--- config.mk ---
export PLATFORM = sky130hd
export DESIGN_NAME = mem_stage_sram
export DESIGN_NICKNAME = d
export VERILOG_FILES = /design/src/rtl/mem_stage_sram.sv
export SDC_FILE = /design/constraint.sdc
export NUM_CORES = 1
export LEC_CHECK = 0
export CAP_MARGIN = 20
export CORE_MARGIN = 3
export CORE_UTILIZATION = 44
export CTS_BUF_LIST = sky130_fd_sc_hd__clkbuf_16
export DETAILED_ROUTE_END_ITERATION = 16
export GPL_ROUTABILITY_DRIVEN = 1
export PLACE_DENSITY = 0.82
export SETUP_SLACK_MARGIN = 0.1
export SLEW_MARGIN = 0
export SYNTH_ARGS = -nofsm -noshare
export SYNTH_HDL_FRONTEND = slang
export SYNTH_SLANG_ARGS = --single-unit
--- constraint.sdc ---
create_clock -name clk -period 2.1 [get_ports clk]
set_input_delay 0.42 -clock clk [delete_from_list [all_inputs] [get_ports clk]]
set_output_delay 0.42 -clock clk [all_outputs]
set_load 0.05 [all_outputs]
--- src/rtl/mem_stage_sram.sv ---
// -----------------------------------------------------------------------------
// mem_stage_sram
//   MEM pipeline stage in front of a 16-bit asynchronous SRAM. A 32-bit load or
//   store is split into two halfword accesses. The pipeline stalls until the
//   access completes. The MEM/WB register loads the instruction when ready=1
//   and loads a bubble (WB_en=0, MEM_R_en=0) while the stage is stalled.
//
// Ports
//   clk, rst          : rising-edge clock, synchronous active-high reset
//   PC_in .. WB_en_in : EXE/MEM register fields (held stable while ready=0)
//   PC .. WB_en       : registered MEM/WB fields for the WB stage
//   ready             : combinational; 0 freezes PC, IF/ID, ID/EXE and EXE/MEM
//   SRAM_ADDR         : halfword address (0 when no access is in progress)
//   SRAM_DQ_out       : write data driven during write states
//   SRAM_DQ_oe        : data bus drive enable (write states only)
//   SRAM_WE_N         : active-low write strobe (write states only)
//   SRAM_DQ_in        : read data, valid in the same cycle as SRAM_ADDR
// -----------------------------------------------------------------------------
module mem_stage_sram (
  input  logic        clk,
  input  logic        rst,

  input  logic [31:0] PC_in,
  input  logic [3:0]  Dest_in,
  input  logic [31:0] ALU_result_in,
  input  logic [31:0] Val_Rm_in,
  input  logic        MEM_R_en_in,
  input  logic        MEM_W_en_in,
  input  logic        WB_en_in,

  output logic [31:0] PC,
  output logic [3:0]  Dest,
  output logic [31:0] ALU_result,
  output logic [31:0] MEM_result,
  output logic        MEM_R_en,
  output logic        WB_en,

  output logic        ready,

  output logic [17:0] SRAM_ADDR,
  output logic [15:0] SRAM_DQ_out,
  output logic        SRAM_DQ_oe,
  output logic        SRAM_WE_N,
  input  logic [15:0] SRAM_DQ_in
);

  localparam int unsigned DATA_W    = 32;
  localparam int unsigned HALF_W    = 16;
  localparam int unsigned ADDR_W    = 18;
  localparam int unsigned WORD_W    = ADDR_W - 1;
  localparam int unsigned DEST_W    = 4;
  localparam int unsigned SRAM_BASE = 1024;

  typedef enum logic [2:0] {
    IDLE,
    RD_LO,
    RD_HI,
    WR_LO,
    WR_HI,
    DONE
  } state_t;

  typedef struct packed {
    logic [DATA_W-1:0] pc;
    logic [DEST_W-1:0] dest;
    logic [DATA_W-1:0] alu_result;
    logic [DATA_W-1:0] mem_result;
    logic              mem_r_en;
    logic              wb_en;
  } mem_wb_t;

  state_t            state_q;
  state_t            state_d;
  logic [HALF_W-1:0] lo_q;
  logic [HALF_W-1:0] hi_q;
  logic              lo_en;
  logic              hi_en;
  mem_wb_t           mem_wb_q;

  // Byte address -> 32-bit word index inside the SRAM window.
  logic [DATA_W-1:0] off;
  logic [WORD_W-1:0] word;
  logic              unused_off;

  assign off        = ALU_result_in - DATA_W'(SRAM_BASE);
  assign word       = off[18:2];
  // Byte offset within the word and bits above the SRAM window are don't-care.
  assign unused_off = ^{off[31:19], off[1:0]};

  // State register.
  always_ff @(posedge clk) begin
    if (rst) begin
      state_q <= IDLE;
    end else begin
      state_q <= state_d;
    end
  end

  // Next state, SRAM strobes and ready.
  always_comb begin
    state_d     = state_q;
    ready       = 1'b0;
    SRAM_ADDR   = '0;
    SRAM_DQ_out = '0;
    SRAM_DQ_oe  = 1'b0;
    SRAM_WE_N   = 1'b1;
    lo_en       = 1'b0;
    hi_en       = 1'b0;

    case (state_q)
      IDLE: begin
        // A load wins when both enables are asserted; the store is dropped.
        if (MEM_R_en_in) begin
          state_d = RD_LO;
        end else if (MEM_W_en_in) begin
          state_d = WR_LO;
        end else begin
          ready = 1'b1;
        end
      end

      RD_LO: begin
        SRAM_ADDR = {word, 1'b0};
        lo_en     = 1'b1;
        state_d   = RD_HI;
      end

      RD_HI: begin
        SRAM_ADDR = {word, 1'b1};
        hi_en     = 1'b1;
        state_d   = DONE;
      end

      WR_LO: begin
        SRAM_ADDR   = {word, 1'b0};
        SRAM_DQ_out = Val_Rm_in[HALF_W-1:0];
        SRAM_DQ_oe  = 1'b1;
        SRAM_WE_N   = 1'b0;
        state_d     = WR_HI;
      end

      WR_HI: begin
        SRAM_ADDR   = {word, 1'b1};
        SRAM_DQ_out = Val_Rm_in[DATA_W-1:HALF_W];
        SRAM_DQ_oe  = 1'b1;
        SRAM_WE_N   = 1'b0;
        state_d     = DONE;
      end

      DONE: begin
        ready   = 1'b1;
        state_d = IDLE;
      end

      default: begin
        state_d = IDLE;
      end
    endcase
  end

  // Read halves captured from the asynchronous SRAM at the end of each read state.
  always_ff @(posedge clk) begin
    if (rst) begin
      lo_q <= '0;
      hi_q <= '0;
    end else begin
      if (lo_en) begin
        lo_q <= SRAM_DQ_in;
      end
      if (hi_en) begin
        hi_q <= SRAM_DQ_in;
      end
    end
  end

  // MEM/WB register: real instruction when ready, otherwise a bubble that keeps
  // the data fields but kills both enables.
  always_ff @(posedge clk) begin
    if (rst) begin
      mem_wb_q <= '0;
    end else if (ready) begin
      mem_wb_q.pc         <= PC_in;
      mem_wb_q.dest       <= Dest_in;
      mem_wb_q.alu_result <= ALU_result_in;
      mem_wb_q.mem_result <= MEM_R_en_in ? {hi_q, lo_q} : '0;
      mem_wb_q.mem_r_en   <= MEM_R_en_in;
      mem_wb_q.wb_en      <= WB_en_in;
    end else begin
      mem_wb_q.mem_r_en   <= 1'b0;
      mem_wb_q.wb_en      <= 1'b0;
    end
  end

  assign PC         = mem_wb_q.pc;
  assign Dest       = mem_wb_q.dest;
  assign ALU_result = mem_wb_q.alu_result;
  assign MEM_result = mem_wb_q.mem_result;
  assign MEM_R_en   = mem_wb_q.mem_r_en;
  assign WB_en      = mem_wb_q.wb_en;

endmodule

; Word-level counts from Yosys, hierarchy flattened
; Cells that the tools add are included.
[totals]
output_inout_bits = 139
word_cells = 35
regBits = 137
[op_classes]
addsub = 1
n_reduce_logical = 5
n_bitwise = 1
mux = 13
n_eq_ne = 6
[ops]
columns = cell, count
row1 = $pmux 18 s2, 1
row2 = $mux 32, 1
row3 = $pmux 16 s2, 1
row4 = $sub 19x11->19 const B, 1
row5 = $pmux 3 s4, 1
row6 = $reduce_or 2->1, 4
row7 = $eq 3x2->1 const B, 2
row8 = $eq 3x3->1 const B, 2
row9 = $mux 1, 6
row10 = $mux 3, 2
row11 = $eq 3x1->1 const B, 1
row12 = $logic_not 3->1, 1
row13 = $ne 3x3->1 const B, 1
row14 = $pmux 1 s2, 1
row15 = $not 1->1, 1

; Depth between registers and ports, before layout
[depth]
depth_word = 5
ltp_mapped = 7

; Least setup slack after synthesis
; No wires, ideal clock.
[synth_timing]
path_kind = in2out
startpoint = in ALU_result_in[12]
endpoint = out SRAM_ADDR[15]
stages = 3
arrival_time_ns = 2.093
t_required_ns = 1.680
setup_slack_ns = -0.413
cell_sequence = or4_1 or3_1 a21oi_1
[synth_between]
elab_chain_len = 2
[synth_lines]
columns = element, line
row1 = "start, declared", 25  ; input logic [31:0] ALU_result_in,
row2 = $sub 19x11->19, 85  ; assign off = ALU_result_in - DATA_W'(SRAM_BASE);
row3 = $pmux 18 s2, 110  ; case (state_q)
row4 = "end, declared", 40  ; output logic [17:0] SRAM_ADDR,
; Every way passes these cells.

; Worst setup path in the final report
[layout_timing]
startpoint = in ALU_result_in[14]
endpoint = out SRAM_ADDR[15]
; The elaborated chain is that of the path after synthesis.

==> summary.txt <==
Timing
  • Final worst path period need: 2.17 ns
  • Slew Viols, Final: 0
  • Fin. Hold Viols: 0
  • Final worst slack: -0.0659 ns
  • Fin crit share: 103%
  • Max_slew headroom: 62.5%
  • Worst-Margin Slew: 0.565 ns
  • Fmax: 462 MHz
  • RSZ-0062 raised after global routing: true
  • Hold WS: 0.287 ns
  • Setup violations, final: 7
  • Clock Skew: 0.00884 ns

Critical path
  • WS Path Type: primary input to output port
  • FF-to-FF Start: state_q[1]
  • Worst Setup Start Kind: primary input
  • Req. time, crit path: 1.68 ns
  • Buf/Inv on CP: 2
  • Crit path DAT: 1.75 ns
  • Largest stage delay, worst path: 0.54 ns
  • CP max stage cell: or4_4
  • CP max FO: 4
  • Worst-path cell chain: buf_8, or4_4, or3_4, a21oi_4, buf_12
  • CP top delay family: simple AND/OR/NAND/NOR gates
  • Crit. Startpoint: ALU_result_in[14]
  • Crit path capture type: output port

Drt
  • DR DRC count: 0
  • DR vias/cell: 5.90
  • Drt first pass iters: 7
  • Final Routed Wirelength: 23800 um
  • Vias: 6937
  • Detail Route Antenna Nets: 0
  • WL/cell: 20.2 um
  • DR iter-0 viols: 536

Place
  • Port bufs: 259
  • Gpl congestion: 0.931
  • DP HPWL: 14700 um
  • Place WS: -0.523 ns

Layout
  • P&R area growth vs syn: 67.8%
  • Util after Layout: 76.4%
  • Layout cell share with drive strength beyond 1: 19.4%
  • Final #Nets: 1102

Global route
  • First-pass GRT wire length: 35700 um
  • Vias in the first global route: 6602
  • Grt total ovfl: 0
  • Initial antenna violation count: 2
  • Tot GR Track Use: 27.5%
  • Largest net degree at the start of global routing: 88

Floorplanning
  • Starting Density: 45.5%
  • Core Box Area: 0.0140 mm2
  • Cell Rows: 43
  • Die width: 127 um
  • Die height: 127 um
  • Boundary Pins: 260
  • Full die area: 0.0160 mm2

Clock tree
  • Clk root buf: clkbuf_16
  • CTS tree: built
  • Htree depth: 4
  • Num CTS Buffers: 17
  • CTS max path bufs: 2
  • Reg clk slew, reported paths: 0.06 ns
  • Clock insertion delay at the later pin of the skew report: 0.42 ns
  • Post-cts hold buffer count: 0
  • CTS sink count: 137

Synth
  • Post-Syn Area: 0.00639 mm2
  • Register area share after synthesis: 42.9%
  • Syn Nets: 842
  • Syn Inst Count: 720
  • Syn Area/Cell: 8.87 um2
  • Top-area cell type share of the netlist area: 42.9%
  • Synth cell types: 45
  • Register bit total from synthesis: 137
  • Commonest cells post-synth: dfxtp_1, a22oi_1, nand2_1
  • Synth area leaders: dfxtp_1, a22oi_1, mux2i_1
  • Async SR Flop Fraction: 0%
  • Dominant synthesized flop cell: dfxtp_1
  • Post-synth EDFFs: 0
  • Yosys warning total: 0
  • Dominant cell by count in the synthesized netlist: dfxtp_1
  • Leading area contributor after synthesis: dfxtp_1

Power
  • Power Total: 8370 uW
  • Pwr Density: 780 mW/mm2
  • VDD IR max: 0.609 mV
  • Leakage: 0.00452 uW

Outcome
  • Status: complete, but fails checks
  • Violated checks: negative setup slack

Worst hold path
  • Hold path startpoint: ALU_result_in[12]
  • Hold Path Class: primary input to register

Job
  • Total of max-cap violations: 0
-- placed cells by master (no fill, tap or decap), types with 7 or more instances in the layout --
| cell | synthesis | final |
|---|---|---|
| a21oi_1 | 21 | 17 |
| a22oi_1 | 96 | 96 |
| a31oi_1 | 51 | 51 |
| buf_6 | 1 | 19 |
| clkbuf_16 | 0 | 19 |
| mux2i_1 | 34 | 34 |
| buf_12 | 0 | 40 |
| dlygate4sd2_1 | 0 | 86 |
| o21ai_0 | 50 | 49 |
| clkdlybuf4s50_1 | 0 | 114 |
| a32o_1 | 32 | 32 |
| dfxtp_1 | 137 | 134 |
| and2_4 | 0 | 11 |
| dlymetal6s2s_1 | 0 | 17 |
| nor2_1 | 26 | 19 |
| nor2_4 | 0 | 7 |
| nand2_1 | 66 | 66 |
| nor2b_1 | 53 | 51 |
| a22o_4 | 0 | 14 |
| buf_4 | 3 | 33 |
-- cell families (layout without fill, tap and decap cells) --
kind of cell / Yosys count / count (layout) / share of synthesized area, %
buf+inv: 82 / 355 / 5.44
flops: 137 / 137 / 42.9
fa+ha+maj: 1 / 1 / 0.196
xor+xnor: 5 / 5 / 0.685
other cells: 0 / 2 / 0
simple gates: 186 / 186 / 15.2
compound gates: 275 / 275 / 30.2
mux: 34 / 34 / 5.33
-- stage by stage --
stage	setup TNS [ns]	instances	cell area [um2]
2_1_floorplan	-0.811	720	6410
3_3_place_gp	-1.94	1119	9570
3_5_place_dp	-2.04	1119	9570
4_1_cts	-0.951	1168	10500
5_1_grt	-0.689	1175	10700
6_report	-0.304	1175	10700
-- layer usage --
| metal | up-vias | GRT usage [%] | routed length, um |
|---|---|---|---|
| met2 | 317 | 46.8 | 11800 |
| met4 | 0 | 11.4 | 816 |
| met1 | 3348 | 32.6 | 9310 |
| li1 | 3215 | - | - |
| met3 | 57 | 8.04 | 1830 |
| met5 | - | 0 | 0 |
-- what timing repair did --
item | 4_1_cts | 5_1_grt
buffers inserted | 14 | 4
gates cloned | 3 | 2
hold endpoints to repair | 0 | 0
gates resized for setup | 170 | 54
endpoints found under the setup margin | 120 | 57
pin swaps | 14 | 26
-- power breakdown --
part / total, uW / switching (uW) / internal, uW / leakage (uW)
combinational: 2620 / 1540 / 1080 / 0.00313
sequential: 2900 / 131 / 2760 / 0.00112
clock: 2860 / 1210 / 1650 / 0.000272
-- sequential cells by signal (all words and copies together), names as in the netlist --
register	flops
ALU_result	32
Dest	4
MEM_R_en	1
MEM_result	32
PC	32
WB_en	1
hi_q	16
lo_q	16
state_q	3
-- worst reg2reg max path, cell delays in order (launching register included) --
cell	delay (ns)
dfxtp_4	0.36
buf_6	0.12
buf_6	0.11
buf_4	0.14
buf_6	0.21
or4_1	0.63
nand3_1	0.12
a31oi_1	0.08
-- worst paths after layout --
kind / end / slack [ns] / cells past startpoint
max: SRAM_ADDR[15] / -0.07 / 5
max reg2reg: PC[31] / 0.20 / 7
min reg2reg: lo_q[0] / 0.46 / 2
min: ALU_result[12] / 0.29 / 3
-- final cells by class --
cell class	count	area, um2
fillers	947	3320
clock inverters	15	141
repair buffers	317	3490
flip-flops and latches	137	2750
diodes	2	5.00
well taps	180	225
inverters	6	25.0
clock buffers	17	425
multi-input cells	501	3660
(Power assumes the default switching activity.)
